<file path="src/rtl/updown_counter_bcd.sv">
// BCD up/down counter core: run/stop state machine, up/down mode flag,
// prescaler and an N-digit cascaded BCD counter with a programmable wrap limit.
module updown_counter_bcd #(
  parameter int unsigned N_DIGITS  = 4,
  parameter int unsigned TICK_DIV  = 10_000_000,
  parameter int unsigned MAX_COUNT = 9999
) (
  input  logic                    clk,
  input  logic                    reset,
  input  logic                    btn_mode,
  input  logic                    btn_run_stop,
  input  logic                    btn_clear,
  output logic [1:0]              led_mode,
  output logic [1:0]              led_run_stop,
  output logic [4*N_DIGITS-1:0]   count_bcd,
  output logic                    wrap
);

  localparam int unsigned CW = 4 * N_DIGITS;
  localparam int unsigned PW = (TICK_DIV > 1) ? $clog2(TICK_DIV) : 1;
  localparam logic [PW-1:0] PRESC_LAST = PW'(TICK_DIV - 1);

  // Decimal constant to packed BCD, evaluated at elaboration only.
  function automatic logic [CW-1:0] to_bcd(input int unsigned value);
    logic [CW-1:0] r;
    int unsigned   v;
    r = '0;
    v = value;
    for (int unsigned i = 0; i < N_DIGITS; i++) begin
      r[4*i +: 4] = 4'(v % 10);
      v = v / 10;
    end
    return r;
  endfunction

  localparam logic [CW-1:0] MAX_BCD = to_bcd(MAX_COUNT);

  typedef enum logic {ST_STOP = 1'b0, ST_RUN = 1'b1} state_t;

  state_t          state;
  state_t          state_next;
  logic [1:0]      led_run_stop_d;
  logic            mode_down;
  logic [PW-1:0]   presc;
  logic            step_c;
  logic [CW-1:0]   count_inc;
  logic [CW-1:0]   count_dec;
  logic            carry;
  logic            borrow;

  // State register
  always_ff @(posedge clk) begin
    if (reset) state <= ST_STOP;
    else       state <= state_next;
  end

  // Next-state: clear beats the run/stop toggle
  always_comb begin
    state_next = state;
    if (btn_clear)
      state_next = ST_STOP;
    else if (btn_run_stop)
      state_next = (state == ST_RUN) ? ST_STOP : ST_RUN;
  end

  // LED decode of the upcoming state, registered below
  always_comb begin
    led_run_stop_d = 2'b01;
    if (state_next == ST_RUN) led_run_stop_d = 2'b10;
  end

  assign step_c = (state == ST_RUN) && (presc == PRESC_LAST);

  // Ripple +1 / -1 across BCD digits
  always_comb begin
    count_inc = count_bcd;
    count_dec = count_bcd;
    carry     = 1'b1;
    borrow    = 1'b1;
    for (int unsigned i = 0; i < N_DIGITS; i++) begin
      if (carry) begin
        if (count_bcd[4*i +: 4] == 4'd9) begin
          count_inc[4*i +: 4] = 4'd0;
        end else begin
          count_inc[4*i +: 4] = count_bcd[4*i +: 4] + 4'd1;
          carry = 1'b0;
        end
      end
      if (borrow) begin
        if (count_bcd[4*i +: 4] == 4'd0) begin
          count_dec[4*i +: 4] = 4'd9;
        end else begin
          count_dec[4*i +: 4] = count_bcd[4*i +: 4] - 4'd1;
          borrow = 1'b0;
        end
      end
    end
  end

  // Datapath and output registers
  always_ff @(posedge clk) begin
    if (reset) begin
      mode_down    <= 1'b0;
      presc        <= '0;
      count_bcd    <= '0;
      wrap         <= 1'b0;
      led_mode     <= 2'b01;
      led_run_stop <= 2'b01;
    end else begin
      wrap         <= 1'b0;
      led_run_stop <= led_run_stop_d;
      if (btn_mode) begin
        mode_down <= ~mode_down;
        led_mode  <= mode_down ? 2'b01 : 2'b10;
      end
      if (btn_clear) begin
        presc     <= '0;
        count_bcd <= '0;
      end else begin
        if (state == ST_RUN)
          presc <= step_c ? '0 : presc + PW'(1);
        // The step uses the mode as registered before any btn_mode this cycle
        if (step_c) begin
          if (!mode_down) begin
            if (count_bcd == MAX_BCD) begin
              count_bcd <= '0;
              wrap      <= 1'b1;
            end else begin
              count_bcd <= count_inc;
            end
          end else begin
            if (count_bcd == '0) begin
              count_bcd <= MAX_BCD;
              wrap      <= 1'b1;
            end else begin
              count_bcd <= count_dec;
            end
          end
        end
      end
    end
  end

endmodule

</file>
<file path="config.mk">
export PLATFORM = sky130hd
export DESIGN_NAME = updown_counter_bcd
export DESIGN_NICKNAME = d
export VERILOG_FILES = /design/src/rtl/updown_counter_bcd.sv
export SDC_FILE = /design/constraint.sdc
export NUM_CORES = 1
export LEC_CHECK = 0
export CAP_MARGIN = 10
export CORE_MARGIN = 2
export CORE_UTILIZATION = 62
export CTS_CLUSTER_SIZE = 24
export DETAILED_ROUTE_END_ITERATION = 10
export PLACE_DENSITY = 0.86
export SYNTH_ARGS = -nofsm -noshare
export SYNTH_HDL_FRONTEND = slang
export SYNTH_SLANG_ARGS = --single-unit
</file>
<file path="constraint.sdc">
create_clock -name clk -period 6.7 [get_ports clk]
set_input_delay 1.34 -clock clk [delete_from_list [all_inputs] [get_ports clk]]
set_output_delay 1.34 -clock clk [all_outputs]
set_load 0.01 [all_outputs]
</file>
* Word-level counts from Yosys, hierarchy flattened *
Cells that the tools add are included.

word-level totals
  input port bits = 5
  flip-flop bits (word level) = 47

cells by class
  reductions and logical operators = 14
  $add $sub $neg = 9
  eq/ne operators = 9
  muxes and demuxes = 36
  bitwise operators = 2

operators with widths
  cell                                               count
  two-way mux 4 bit                                  14
  two-way mux 16 bit                                 3
  adder 24 x 1 -> 24 bit (second input constant)     1
  == test 24 bit (second input constant)             1
  two-way mux 24 bit                                 1
  adder 4 x 1 -> 4 bit (second input constant)       4
  == test 16 bit (second input constant)             1
  == test 4 bit (second input constant)              4
  logical NOT 16 bit                                 1
  logical NOT 4 bit                                  4
  two-way mux 1 bit                                  16
  subtractor 4 x 1 -> 4 bit (second input constant)  4
  != test 3 x 1 -> 1 bit (second input constant)     3
  AND reduction 3 bit                                3
  nonzero test 3 bit                                 3
  two-way mux 2 bit                                  2
  OR reduction 3 bit                                 1
  inverter 1 bit                                     2
  OR reduction 2 bit                                 1
  logical AND 1 bit                                  1

* Longest topological paths before layout *
  depth after elaboration = 7
  mapped depth = 8
  depth with buffers taken out = 7

* Worst setup path after synthesis *
OpenSTA, ideal clock, no wires.

  kind = register to register
  start = register count_bcd[4]
  end = register count_bcd[12]
  arrival = 2.282 ns
  slack = 4.285 ns
  cell stages (with the launch flop) = 9
  clock period less this slack = 2.415 ns
  path buffers = 1
  cell sequence = dfxtp_1 > inv_1 > ha_1 > or3b_1 > buf_2 > or4_4 > a211oi_4 > mux2i_1 > a21oi_1

between the ends
  longest elaborated chain between the ends = 6

ends and longest elaborated chain
  element                                                                               line    source
  start: declaration                                                                    15      output logic [4*N_DIGITS-1:0] count_bcd,
  start signal: assignment                                                              129     count_bcd <= count_inc;
  start signal: assignment                                                              136     count_bcd <= count_dec;
  logical NOT 4 bit / == test 4 bit (equally long branches)                             90, 82
  two-way mux 1 bit, on equally long branches                                           90, 82
  two-way mux 1 bit, on equally long branches (2 in series)                             89, 81
  != test 3 x 1 -> 1 bit (no source line) / nonzero test 3 bit (equally long branches)  -
  AND reduction 3 bit (no source line)                                                  -

Several ways; a longest one is shown, not always the timed one.
A chain may end at the register's enable or synchronous reset.

* Final worst setup path *
  start = register count_bcd[2]
  end = output count_bcd[2]

No word-level cell between the ends.

==> metrics.yaml <==
status: "finished clean"
swShare_pct: 25.03
row_count: 24
clkPwrFrac_pct: 36.5
irDropWorstVdd_v: 0.00008634
drtIter0Drc: 189
yosysSeqAreaShare_pct: 31.87
overflow: 0
cts_buffers: 5
critPathKind: "flop to output port"
clock_path_buffers: 2
die_w_um: 71.52
slew_viol_final: 0
ctsHoldBuffers: 0
max_stage_delay_ns: 0.72
cts_tree: "done"
synth_common_cells: "nor2_1 (48), dfxtp_1 (45), nand2_1 (24), xor2_1 (22), ha_1 (17)"
p_int_mw: 0.3570
die_h_um: 71.52
clkSinkCount: 45
grt_max_degree: 36
antennaDiodeCount: 0
ant_nets: 0
synthDistinctLibCells: 55
grt_first_pass_wirelength_um: 10150
seqPwrFrac_pct: 56.8
holdCritStartpoint: "presc[1]"
grt_setup_unrepaired: "no"
grt_pass1_vias: 2234
h-tree-depth: 2
avgViaCountPerCell: 6.119
synth_cells: 334
p_switching_mw: 0.1192
r2r-start: "count_bcd[4]"
synth_top_area_cell: "dfxtp_1"
yosysWarnings: 0
end_kind: "output port"
syn_to_final_growth_pct: 11.51
crit_required_ns: 5.36
cp-start-kind: "flop"
routabilityCongestion: 0.8078
cpLargestDelayFamily: "flip-flops"
hold_viol_final: 0
ios: 26
synth_nets: 356
antenna_found_initial: 0
crit_fanout: 19
critPathBufInv: 1
clock_latency_ns: 0.31
initial_core_util_pct: 64.47
pwr-share-comb_pct: 6.7
syn_avg_cell_area_um2: 8.462
synth_top_area_share_pct: 31.87
cts-resized-gates: 0
ys_top_cells_by_area: "dfxtp_1 (32%), ha_1 (7.5%), xor2_1 (6.8%), nor2_1 (6.4%), mux4_2 (3.2%)"
dpl.hpwl_um: 4100
layout_min_cycle_time_ns: 3.012
place_inst: 394
path_cells: "clkdlybuf4s50_1"
ys_ff_latch: 45
io_buffer_count: 25
maxCapViolCount: 0
crit_start: "count_bcd[2]"
ys.flop_type: "dfxtp_1"
dr.pass1.iters: 4
fill_cells: 347
max_freq_mhz: 332.0
slew_headroom_pct: 53.24
postCtsSetupBuffers: 0
worst_pin_slew_ns: 0.6960
crit_slowest_cell: "dfxtp_1"
drive_gt1_share_pct: 6.571
stdcell_count: 402
rrSetupSlack_ns: 4.05
vias: 2460
wirelength_um: 5921
synth_edf_count: 0
wl_per_cell_um: 14.73
leakagePower_nw: 1.053
min_path_type: "flop to flop"
final_nets: 371
root_buffer: "clkbuf_8"
final.setup_skew_ns: 0.007907
fin_crit_sh_pct: 44.96
clk_pin_slew_ns: 0.09
timing.setup.tns_ns: 0
post_synth_instance_area_um2: 2826
yosysMostFrequentCell: "nor2_1"
design.die.area_um2: 5115
grt_usage_pct: 24.46
p_per_area_nw_per_um2: 151.1
core_um2: 4384
synthArstFlopShare_pct: 0
setup_viol: 0
remaining_drc_errors: 0
cp_data_arrival_time_ns: 1.67
==> state kept, by name (all words and copies together), names as in the netlist <==
signal / flops
state: 1
presc: 24
count_bcd: 16
led_mode: 2
led_run_stop: 1
wrap: 1
==> final timing paths <==
| kind | to | cells past startpoint |
|---|---|---|
| hold / removal | presc[1] | 2 |
| setup reg to reg | count_bcd[12] | 7 |
| hold reg to reg | presc[1] | 2 |
| setup / recovery | count_bcd[2] | 1 |
==> final cells by class <==
| type | count | area, um^2 | area share [%] |
|---|---|---|---|
| clock inverters | 3 | 21.27 | 0.6749 |
| inverters | 15 | 56.30 | 1.786 |
| well taps | 52 | 65.06 | 2.064 |
| flip-flops and latches | 45 | 900.9 | 28.58 |
| clock buffers | 5 | 68.82 | 2.183 |
| multi-input cells | 256 | 1782 | 56.53 |
| repair buffers | 26 | 257.7 | 8.178 |
==> layer usage <==
| metal | part of all wire [%] | up-vias | GRT usage (%) |
|---|---|---|---|
| li1 | - | 1209 | - |
| met1 | 48 | 1185 | 33.69 |
| met2 | 46 | 57 | 38.17 |
| met3 | 5.1 | 9 | 5.345 |
| met4 | 1.4 | 0 | 8.386 |
| met5 | 0 | - | 0 |
==> cells by family (layout without fill, tap and decap cells) <==
| logic type | count (synthesis) | in the layout | share of synthesized area [%] |
|---|---|---|---|
| and+or+nand+nor | 152 | 152 | 29.48 |
| AOI/OAI and AO/OA | 50 | 50 | 12.35 |
| xor gates and xnor gates | 27 | 27 | 8.366 |
| buffers and inverters | 33 | 49 | 5.090 |
| adders and majority gates | 17 | 17 | 7.525 |
| DFF | 45 | 45 | 31.87 |
| muxes | 10 | 10 | 5.312 |
==> metrics by stage <==
stage | hold slack [ns] | instance area, um^2 | power [mW] | setup WS (ns) | utilization [%]
after CTS | 0.5399 | 3152 | 0.4781 | 3.678 | 71.89
final | 0.5469 | 3152 | 0.4762 | 3.688 | 71.89
after global routing | 0.5732 | 3152 | 0.4906 | 3.574 | 71.89
after detailed placement | 0.5245 | 3062 | 0.3088 | 3.722 | 69.83
after global placement | 0.5164 | 3062 | 0.3082 | 3.779 | 69.83
after floorplan | 0.4848 | 2826 | 0.2996 | 4.286 | -
==> power groups by stage <==
| stage | combinational (mW) | clock [mW] | sequential (mW) |
|---|---|---|---|
| finish | 0.0320 | 0.174 | 0.271 |
| global route | 0.0348 | 0.185 | 0.271 |
| CTS | 0.0320 | 0.175 | 0.271 |
| detailed placement | 0.0318 | 0 | 0.277 |
| global placement | 0.0313 | 0 | 0.277 |
| floorplan | 0.0221 | 0 | 0.277 |
==> placed cells by master (no fill, tap or decap), types with 3 or more instances in the layout <==
cell             Yosys  layout
a211oi_1             4       4
a21oi_1              8       8
a311oi_1             3       3
and4_1               5       5
clkbuf_8             0       5
clkdlybuf4s50_1      0      25
dfxtp_1             45      45
ha_1                17      17
inv_1               15      15
mux2i_1              6       6
mux4_2               4       4
nand2_1             24      24
nand3_1             13      13
nand3b_1             6       6
nand4_1              8       8
nor2_1              48      48
nor2b_1              4       4
nor3_1               9       9
nor3b_1              5       5
nor4_1               6       6
nor4b_1              3       3
o211ai_1             6       6
o21ai_0             14      14
xnor2_1              5       5
xor2_1              22      22
Power figures use the tool's default switching activity.
==> variant 1, RTL diff (config.mk and constraints unchanged) <==
`TICK_DIV`: 10_000_000 -> 2_500_000.
--- a/src/rtl/updown_counter_bcd.sv
+++ b/src/rtl/updown_counter_bcd.sv
@@ -4,3 +4,3 @@
   parameter int unsigned N_DIGITS  = 4,
-  parameter int unsigned TICK_DIV  = 10_000_000,
+  parameter int unsigned TICK_DIV  = 2_500_000,
   parameter int unsigned MAX_COUNT = 9999
Check against the original RTL: no difference found for any inputs over 10 cycles, from zero or initial values and one cycle with reset high; that may be too few to reach the edited logic, so the function may still have changed.
==> variant 1 against the unedited design <==
  * Total power up 11%
  * Non-clock buffer count stayed put
  * Setup slack improved by 0.11 ns
  * Register-to-register slack worse by 0.02 ns
  * Wire length decreased by 2.6%
  * Design area shrank 3.3%
  * Area after synthesis is 4.6% lower
  * Global-route usage increased by 0.42 points
  * Sequential cell count is 2 lower
==> variant 1: results (changes against the unedited design) <==
Status
  – Status: finished clean (unchanged)

Worst setup path
  – Worst Reg-to-Reg Cells: 6 (was 7)
  – Reg-to-reg slack, setup: 4.03 ns (was 4.05 ns)
  – Worst-path fanout max: 34 (was 19)
  – Largest delay share family, worst path: buffers and inverters (was flip-flops)
  – Setup crit start: led_mode[1] (was count_bcd[2])
  – Max stage delay cell, worst path: clkdlybuf4s50_1 (was dfxtp_1)
  – Capture point of the worst path: led_mode[1] (was count_bcd[2])
  – CP peak stage delay: 0.60 ns (was 0.72 ns)

Place
  – HPWL after DPL: 3957 um (was 4100 um)
  – GPL Wtd Cong: 0.8002 (was 0.8078)

Finish
  – # fillers: 305 (was 347)
  – Share of layout cells above drive strength 1: 5.655% (was 6.571%)

Global routing
  – GR Util All Layers: 24.88% (was 24.46%)
  – Largest net degree at the start of global routing: 35 (was 36)
  – GRT met2 Usage: 39.89% (was 38.17%)
  – Met3 GRT Util: 5.051% (was 5.345%)
  – GR met1 Demand/Resource: 34.60% (was 33.69%)

Yosys
  – Mux cell area share after synthesis: 3.528% (was 5.312%)
  – Gate Count Post-Synth: 319 (was 334)
  – Synth Area in Compound Gates: 13.18% (was 12.35%)
  – Syn nets: 341 (was 356)
  – Post-Synth XOR/XNOR Area: 9.424% (was 8.367%)
  – Sequential share of the synthesized area: 31.94% (was 31.87%)
  – Netlist cell types: 52 (was 55)
  – Top cells by instance count after synthesis: dfxtp_1 (43), nor2_1 (43), nand3_1 (20) (was nor2_1 (48), dfxtp_1 (45), nand2_1 (24))

Detailed routing
  – Routed length on met3: 328 um (was 300 um)
  – Met1 Wirelength: 2781 um (was 2834 um)
  – Detailed Route Iter0 Violations: 194 (was 189)
  – WL final: 5770 um (was 5921 um)

Power
  – Maximum vdd drop: 0.0001558 V (was 0.00008634 V)

Timing
  – Clk_skew: 0.004901 ns (was 0.007907 ns)
-- variant 1: cell count changes in the layout (fill, tap and decap cells not counted), sizes merged, moves of 5 or more --
cell   before  now
a21oi       8   13
nand2      24   15
nand3      13   20
nor2       48   43
o21ai      14    7
xnor2       5   17
xor2       22   12
-- variant 1: where the power goes --
group	leakage (nW)	internal, W	switching, W	total [W]
clock network	0.0654	0.000149	0.0000914	0.000240
registers	0.347	0.000257	0.00000164	0.000259
logic	0.575	0.0000110	0.0000174	0.0000284
total	0.988	0.000417	0.000110	0.000528
-- variant 1: final cells by class --
type	count	area (um^2)	share of cell area (%)
clock inverters	2	60.06	1.970
clock buffers	6	72.57	2.380
repair buffers	26	257.7	8.453
multi-input cells	243	1675	54.94
well taps	50	62.56	2.052
flip-flops and latches	43	860.8	28.23
inverters	16	60.06	1.970
-- variant 1: worst reg2reg max path: stages (launching register included) --
cell     delay, ns
dfxtp_1       0.43
ha_1          0.28
nand4_2       0.17
or4_4         0.58
or2_1         0.39
nand2_1       0.56
nor2_1        0.12
==> variant 2, RTL diff (same flow settings) <==
Without the edit above. Put one more register stage on the output `led_run_stop`, without a reset. The value now appears one clock later. The other outputs are not delayed to match.
--- a/src/rtl/updown_counter_bcd.sv
+++ b/src/rtl/updown_counter_bcd.sv
@@ -21,2 +21,4 @@
   localparam logic [PW-1:0] PRESC_LAST = PW'(TICK_DIV - 1);
+
+  logic [1:0] led_run_stop_s0;
 
@@ -107,6 +109,6 @@
       led_mode     <= 2'b01;
-      led_run_stop <= 2'b01;
+      led_run_stop_s0 <= 2'b01;
     end else begin
       wrap         <= 1'b0;
-      led_run_stop <= led_run_stop_d;
+      led_run_stop_s0 <= led_run_stop_d;
       if (btn_mode) begin
@@ -143,2 +145,6 @@
 
+  always_ff @(posedge clk) begin
+    led_run_stop <= led_run_stop_s0;
+  end
+
 endmodule
Function: changed (a bounded check fails within 4 cycles, from zero or initial values and one cycle with reset high).
==> variant 2 against the unedited design <==
  * First-iteration DRC count is 24% lower
  * Sequential cell count is 2 higher
  * Total power is 5.0% higher
  * Area after synthesis is 4.0% higher
  * Hold slack worse by 0.20 ns
  * Synthesized cell count is 5.4% higher
  * Sequential power is 4% higher
  * Fmax is 1.3% higher
  * Setup slack better by 0.038 ns
  * Design area is 3.1% higher
  * Wire length is 2.4% higher
  * Critical path type is now in -> reg
  * Critical endpoint is now count_bcd[11]
==> variant 2: results (changes against the unedited design) <==
Status
  – Status: finished clean (unchanged)

Finish
  – Regs by FF count: presc x24, count_bcd x16 (was presc x24, count_bcd x16, led_mode x2)
  – Share of layout cells above drive strength 1: 6.301% (was 6.571%)
  – Nets: 386 (was 371)

Worst setup path
  – Worst r2r dst: count_bcd[8] (was count_bcd[12])
  – Worst flop-to-flop path startpoint: count_bcd[4] (unchanged)
  – Arrival time worst endpoint: 3.21 ns (was 1.67 ns)
  – Worst Reg-to-Reg Cells: 7 (unchanged)
  – Max stage delay cell, worst path: nor2_1 (was dfxtp_1)
  – Worst-path fanout max: 13 (was 19)
  – Reg-to-reg slack, setup: 4.47 ns (was 4.05 ns)
  – Setup crit start: reset (was count_bcd[2])
  – Capture point of the worst path: count_bcd[11] (was count_bcd[2])

Yosys
  – Top cells by instance count after synthesis: dfxtp_1 (47), nor2_1 (38), nand2_1 (25) (was nor2_1 (48), dfxtp_1 (45), nand2_1 (24))
  – Sequential share of the synthesized area: 32.01% (was 31.87%)
  – Top area cells in the synthesized netlist: dfxtp_1 (32%), ha_1 (7.2%), nor2_1 (4.9%), xnor2_1 (4.8%), nand2_1 (3.2%) (was dfxtp_1 (32%), ha_1 (7.5%), xor2_1 (6.8%), nor2_1 (6.4%), mux4_2 (3.2%))
  – Syn nets: 374 (was 356)
  – Netlist cell types: 59 (was 55)

Place
  – Placed Area: 3153 um^2 (was 3062 um^2)
  – GPL Wtd Cong: 0.8605 (was 0.8078)
  – HPWL after DPL: 4223 um (was 4100 um)

Global routing
  – Largest net degree at the start of global routing: 37 (was 36)
  – Number of global-route vias before repair: 2294 (was 2234)
  – First-pass GRT wire length: 10300 um (was 10150 um)
  – GR Util All Layers: 24.36% (was 24.46%)

Min path
  – Hold path depth: 0 (was 2)

Detailed routing
  – Detailed Route Iter0 Violations: 144 (was 189)
  – Wirelength per Cell: 14.47 um (was 14.73 um)

Power
  – Switching portion of total power: 23.94% (was 25.03%)
  – Leakage power: 1.123 nW (was 1.053 nW)
  – Maximum vdd drop: 0.0001507 V (was 0.00008634 V)

Timing
  – Clk_skew: 0.007363 ns (was 0.007907 ns)
  – Slew of the pin with the lowest slew margin: 0.9181 ns (was 0.6960 ns)
-- variant 2: power by group through the flow --
stage	logic [W]	clock network [W]	registers, W
floorplan	0.0000243	0	0.000291
global placement	0.0000348	0	0.000289
global route	0.0000393	0.000194	0.000283
CTS	0.0000361	0.000183	0.000283
detailed placement	0.0000357	0	0.000290
finish	0.0000360	0.000181	0.000283
-- variant 2: worst min path at each step --
| stage | start | endpoint |
|---|---|---|
| 6_report | led_run_stop_s0[0] | led_run_stop[0] |
| 3_5_place_dp | led_run_stop_s0[0] | led_run_stop[0] |
| 3_3_place_gp | led_run_stop_s0[0] | led_run_stop[0] |
| 5_1_grt | led_run_stop_s0[0] | led_run_stop[0] |
| 4_1_cts | led_run_stop_s0[0] | led_run_stop[0] |
| 2_1_floorplan | led_run_stop_s0[0] | led_run_stop[0] |
-- variant 2: metrics by stage --
step / setup slack, ns / total power [W] / util [%] / hold WS [ns] / cells
floorplan: 4.487 / 0.0003154 / - / 0.3096 / 352
global placement: 3.490 / 0.0003243 / 67.65 / 0.3105 / 411
detailed placement: 3.424 / 0.0003254 / 67.65 / 0.3324 / 411
CTS: 3.738 / 0.0005024 / 69.69 / 0.3518 / 419
global route: 3.580 / 0.0005163 / 69.69 / 0.3521 / 419
finish: 3.726 / 0.0004998 / 69.69 / 0.3462 / 419
-- variant 2: final cells by class --
cell class	count	area, um^2
clock buffer	7	86.33
clock inverter	1	8.758
fill	385	1413
inverter	16	60.06
multi-input combinational	268	1827
sequential	47	940.9
tap	54	67.56
timing repair buffer	26	257.7
-- variant 2: cells by family after synthesis --
logic type | Yosys count | share of synthesized area (%)
DFF | 47 | 32.01
buffers and inverters | 37 | 5.832
muxes | 6 | 2.044
AOI/OAI and AO/OA | 57 | 13.33
and+or+nand+nor | 163 | 32.10
adders and majority gates | 17 | 7.237
xor gates and xnor gates | 25 | 7.450
-- variant 2: critical path, delay by kind of cell --
kind	cells	cell delay, ns
AOI/OAI and AO/OA	3	0.70
and+or+nand+nor	1	0.72
buffers and inverters	1	0.45
-- variant 2: routing by layer --
metal	vias up	track usage (%)	wire length [um]
met5	-	0	0
met4	0	6.996	89
met3	10	4.834	189
met2	48	42.42	2965
met1	1222	30.50	2818
li1	1270	-	-
